File: config.mk
export PLATFORM = sky130hd
export DESIGN_NAME = tictactoe_game_ctrl
export DESIGN_NICKNAME = d
export VERILOG_FILES = /design/src/rtl/tictactoe_pkg.sv /design/src/rtl/tictactoe_game_ctrl_win_detect.sv /design/src/rtl/tictactoe_game_ctrl.sv
export SDC_FILE = /design/constraint.sdc
export NUM_CORES = 1
export LEC_CHECK = 0
export BUFFER_PORTS_ARGS = -buffer_cell sky130_fd_sc_hd__buf_2
export CAP_MARGIN = 10
export CORE_ASPECT_RATIO = 1.1
export CORE_MARGIN = 2
export CORE_UTILIZATION = 45
export DETAILED_ROUTE_END_ITERATION = 6
export PLACE_DENSITY = 0.66
export SYNTH_ARGS = -nofsm -noshare
export SYNTH_HDL_FRONTEND = slang
export SYNTH_SLANG_ARGS = --single-unit
export TNS_END_PERCENT = 30
File: constraint.sdc
create_clock -name clk_10000Hz -period 5.1 [get_ports clk_10000Hz]
set_clock_uncertainty 0.05 [all_clocks]
set_input_delay 0.765 -clock clk_10000Hz [delete_from_list [all_inputs] [get_ports clk_10000Hz]]
set_output_delay 0.765 -clock clk_10000Hz [all_outputs]
set_load 0.02 [all_outputs]
File: src/rtl/tictactoe_pkg.sv
// ---------------------------------------------------------------------------
// tictactoe_pkg
// Shared definitions for the tic-tac-toe game controller:
//   - state_t    : controller FSM states (PLAY, CHECK, END)
//   - GE_*       : gameend output codes
//   - PLAYER_*   : whosTurn encoding
//   - WIN_LINES  : the 8 winning-line masks over the 9-cell board
//   - cell_mask  : one-hot cell mask for a move position (0 if off-board)
// Board bit i is cell i, row-major, cell 0 top-left.
// ---------------------------------------------------------------------------
package tictactoe_pkg;

  typedef enum logic [1:0] {
    ST_PLAY  = 2'b00,
    ST_CHECK = 2'b01,
    ST_END   = 2'b10
  } state_t;

  localparam logic [1:0] GE_NONE  = 2'b00;
  localparam logic [1:0] GE_O_WIN = 2'b01;
  localparam logic [1:0] GE_X_WIN = 2'b10;
  localparam logic [1:0] GE_DRAW  = 2'b11;

  localparam logic PLAYER_O = 1'b0;
  localparam logic PLAYER_X = 1'b1;

  // Rows, columns, then the two diagonals.
  localparam logic [7:0][8:0] WIN_LINES = {
    9'h007, 9'h038, 9'h1C0,
    9'h049, 9'h092, 9'h124,
    9'h111, 9'h054
  };

  // Positions beyond the last cell map to an empty mask so they can never
  // be accepted as a move.
  function automatic logic [8:0] cell_mask(input logic [3:0] pos);
    logic [8:0] mask;
    if (pos <= 4'd8) begin
      mask = 9'd1 << pos;
    end else begin
      mask = 9'd0;
    end
    return mask;
  endfunction

endpackage

File: src/rtl/tictactoe_game_ctrl_win_detect.sv
// ---------------------------------------------------------------------------
// win_detect
// Combinational check whether one player's board completes any of the
// 8 winning lines.
// Ports:
//   board : 9-bit occupancy of a single player (bit i = cell i)
//   win   : high when at least one line is fully occupied
// ---------------------------------------------------------------------------
module win_detect
  import tictactoe_pkg::*;
(
  input  logic [8:0] board,
  output logic       win
);

  // OR together the match of every line mask.
  always_comb begin
    win = 1'b0;
    for (int i = 0; i < 8; i++) begin
      win = win | ((board & WIN_LINES[i]) == WIN_LINES[i]);
    end
  end

endmodule

File: src/rtl/tictactoe_game_ctrl.sv
// ---------------------------------------------------------------------------
// tictactoe_game_ctrl
// Two-player tic-tac-toe controller. A rising edge on move_valid is a move
// request for cell move_pos by the current mover. Legal moves are placed,
// then checked one cycle later for a win / full board.
// Ports:
//   clk_10000Hz : sole clock, rising edge
//   reset       : asynchronous active-low reset
//   new_game    : synchronous restart, overrides any move request
//   move_valid  : level move request (edge detected internally)
//   move_pos    : target cell 0..8 (row-major)
//   whosTurn    : current mover (0: O, 1: X)
//   gameend     : 00 running / 01 O win / 10 X win / 11 draw
//   board_o     : cells held by O
//   board_x     : cells held by X
//   move_ack    : one-cycle pulse, move accepted
//   move_err    : one-cycle pulse, move rejected
// Build option: define DRAW_DETECT_EN to report a full board without a
// winner as a draw (gameend=11). Without it, the game simply stays in play
// and every further move is rejected as occupied.
// ---------------------------------------------------------------------------
module tictactoe_game_ctrl
  import tictactoe_pkg::*;
#(
  parameter logic FIRST_PLAYER = 1'b0
)(
  input  logic       clk_10000Hz,
  input  logic       reset,
  input  logic       new_game,
  input  logic       move_valid,
  input  logic [3:0] move_pos,
  output logic       whosTurn,
  output logic [1:0] gameend,
  output logic [8:0] board_o,
  output logic [8:0] board_x,
  output logic       move_ack,
  output logic       move_err
);

  state_t     state_r;
  logic       move_valid_prev_r;
  // Cleared by reset and set after the first clock, so a move_valid level
  // already high when reset releases is not seen as a fresh edge.
  logic       armed_r;

  logic       request_s;
  logic [8:0] cell_s;
  logic       legal_s;
  logic [8:0] mover_board_s;
  logic       full_s;
  logic       win_s;

  assign request_s     = armed_r & move_valid & ~move_valid_prev_r;
  assign cell_s        = cell_mask(move_pos);
  assign legal_s       = (cell_s != 9'd0) && ((cell_s & (board_o | board_x)) == 9'd0);
  assign mover_board_s = (whosTurn == PLAYER_X) ? board_x : board_o;
  assign full_s        = &(board_o | board_x);

  win_detect u_win_detect (
    .board (mover_board_s),
    .win   (win_s)
  );

  // Game FSM with edge detection; every output is a register.
  always_ff @(posedge clk_10000Hz or negedge reset) begin
    if (!reset) begin
      state_r           <= ST_PLAY;
      move_valid_prev_r <= 1'b0;
      armed_r           <= 1'b0;
      board_o           <= 9'd0;
      board_x           <= 9'd0;
      gameend           <= GE_NONE;
      whosTurn          <= FIRST_PLAYER;
      move_ack          <= 1'b0;
      move_err          <= 1'b0;
    end else begin
      move_valid_prev_r <= move_valid;
      armed_r           <= 1'b1;
      move_ack          <= 1'b0;
      move_err          <= 1'b0;
      if (new_game) begin
        state_r  <= ST_PLAY;
        board_o  <= 9'd0;
        board_x  <= 9'd0;
        gameend  <= GE_NONE;
        whosTurn <= FIRST_PLAYER;
      end else begin
        case (state_r)
          ST_PLAY: begin
            if (request_s) begin
              if (legal_s) begin
                if (whosTurn == PLAYER_X) begin
                  board_x <= board_x | cell_s;
                end else begin
                  board_o <= board_o | cell_s;
                end
                move_ack <= 1'b1;
                state_r  <= ST_CHECK;
              end else begin
                move_err <= 1'b1;
              end
            end else begin
              state_r <= ST_PLAY;
            end
          end
          ST_CHECK: begin
            move_err <= request_s;
            // Win is tested first so a winning 9th move is never a draw.
            if (win_s) begin
              gameend <= (whosTurn == PLAYER_X) ? GE_X_WIN : GE_O_WIN;
              state_r <= ST_END;
            end else if (full_s) begin
`ifdef DRAW_DETECT_EN
              gameend <= GE_DRAW;
              state_r <= ST_END;
`else
              whosTurn <= ~whosTurn;
              state_r  <= ST_PLAY;
`endif
            end else begin
              whosTurn <= ~whosTurn;
              state_r  <= ST_PLAY;
            end
          end
          ST_END: begin
            move_err <= request_s;
          end
          default: begin
            state_r <= ST_PLAY;
          end
        endcase
      end
    end
  end

endmodule
==> flow_summary.toml <==
[outcome]
status = "complete, no violations"

[floorplanning]
coreArea_mm2 = 0.00330
die_area_mm2 = 0.00393
die_y_um = 65.5
chipWidth_um = 59.9
io-pin-count = 31
floorplan.initialDensity = 0.469
rows = 22

[synthesis]
syn_inst = 150
synth_seq_cells = 27
yosys.cell_count.top_type = "dfrtp_1"
synth_top_cells_by_area = "dfrtp_1 44%, o32ai_1 8.5%, inv_1 5.1%, ha_1 3.2%, nor2_1 2.4%"
syn_area_per_cell_um2 = 10.3
synth_nets = 162
synth_area_leader_cell = "dfrtp_1"
synthArstFlopShare = 1.00
synth_edf_count = 0
synth_cell_types = 44
synth_top_cell_area_share = 0.437
ys_warn_count = 0
synthTopCellsByCount = "27 x dfrtp_1, 21 x inv_1, 15 x o32ai_1"
synth_ff_type = "dfrtp_1"
syn_area_mm2 = 0.00155
ys_seq_area_frac = 0.437

[global_route]
gr-usage-all-layers = 0.207
grt_pass1_vias = 1276
grt_pass1_wl_mm = 6.13
grt_max_degree = 28
gr-total-overflow = 0
antenna_found_initial = 0

[pwr]
leakage_uw = 0.000720
power_density_mw_per_mm2 = 202
vdd.ir_drop.worst_v = 0.000117

[clock_tree]
cts_root_buf = "clkbuf_4"
cts_buffers = 3
ctsHoldBuffers = 0
cts_buffer_depth = 2
numClockSinks = 27
cts_tree = "built"
ctsHtreeMaxLevel = 1
clk_pin_slew_ns = 0.14
clk_latency_ns = 0.32
ctsResizeCount = 0
cts_setup_buffers = 0

[setup_path]
path_cells = "inv_1 -> a221oi_1 -> o32a_1 -> nor3_1 -> mux2_1"
start_kind = "register"
slowest_delay_ns = 0.76
critical_path.top_delay_family = "flip-flops"
critPathArrivalTime_ns = 2.54
end_kind = "register"
required_ns = 5.27
path_class = "register to register"
cpMaxStageDelayCell = "dfrtp_1"
critPathMaxFanout = 17
crit_buf_inv = 1

[routing]
routed_via_density = 6.33
initialDrtViolationCount = 61
dr.pass1.iters = 4
wl_mm = 3.60
drc_errors = 0
post_drt_wl_per_cell_um = 17.2
vias = 1330
ant_nets = 0

[timing]
setup_ws_ns = 2.73
rsz0062_at_grt = "false"
period_share = 0.465
hold_violations = 0
maxSlewHeadroom = 0.595
finalSetupViolations = 0
tns_ns = 0
min_period_ns = 2.37
clock.fmax_mhz = 421
slew_violations = 0
worstMarginPinSlew_ns = 0.607

[finish]
fin_util = 0.516
final_nets = 187
layout.cells.non_filler = 210
antenna_cells = 0
area_delta_synth_final_pct = 10.1
drive_gt1_frac = 0.247

[place]
place_congestion = 0.911
numPortBuffers = 30
dp.cells = 206
dpl_worst_slack_ns = 2.62
hpwl_mm = 2.64

[job]
max-cap-violations = 0

[min_path]
hold_class = "input pin to asynchronous set/reset pin"
[layout by cell type (no fill, tap or decap), drive strengths merged, types with 3 or more instances in the layout]
cell type,netlist,final
o32ai,15,15
clkbuf,4,4
a221oi,3,3
o22ai,3,3
a22oi,4,4
inv,21,21
buf,6,30
o21ai,4,4
nor3,5,5
a22o,4,4
nand3,4,4
nor2,11,11
dfrtp,27,27
ha,4,4
nand4b,3,3
a21oi,4,4
nand2,3,3
[worst paths after layout]
check,startpoint,cells past startpoint,to,slack [ns]
worst max-delay path,whosTurn,5,state_r[1],2.73
worst min-delay path,reset,1,move_ack,0.37
worst max register to register,whosTurn,5,state_r[1],2.73
worst min register to register,gameend[0],2,gameend[0],0.51
max in group asynchronous,reset,1,board_o[0],4.26
min in group clk_10000Hz,gameend[0],2,gameend[0],0.51
[registers in the layout (all words and copies together) (netlist names)]
name / flops
move_valid_prev_r: 1
board_o: 9
move_ack: 1
state_r: 2
move_err: 1
whosTurn: 1
gameend: 2
board_x: 9
armed_r: 1
[final cells by class]
class | count | area (µm²)
clock buffers | 4 | 26.3
fillers | 328 | 1600
inverters | 21 | 78.8
multi-input cells | 92 | 728
flip-flops and latches | 27 | 676
well taps | 36 | 45.0
repair buffers | 30 | 150
[routing by layer]
metal  up-vias  wire length (µm)  global-route usage
met1       659              1600               0.297
met5         -                 0                   0
met2        56              1750               0.319
met4         0                44              0.0722
met3         4               214              0.0236
li1        611                 -                   -
[kinds of logic after synthesis]
kind of cell	Yosys count	synth area share
AOI/OAI and AO/OA	47	0.259
and+or+nand+nor	38	0.163
buffers and inverters	31	0.0930
DFF	27	0.437
adders and majority gates	4	0.0323
muxes	2	0.0137
other	1	0.00242
[through the flow]
stage	hold slack, ns	cell area (µm²)	power [µW]
floorplan	0.419	1550	245
global placement	0.480	1680	254
detailed placement	0.497	1680	255
CTS	0.382	1700	346
global route	0.386	1700	358
finish	0.368	1700	344
[power by group]
| part | internal, µW | switching, µW | leakage [µW] |
|---|---|---|---|
| clock | 30.6 | 62.3 | 0.0000150 |
| sequential | 216 | 2.26 | 0.000372 |
| combinational | 10.5 | 22.2 | 0.000333 |
| total | 257 | 86.8 | 0.000720 |
Power figures use the tool's default switching activity.
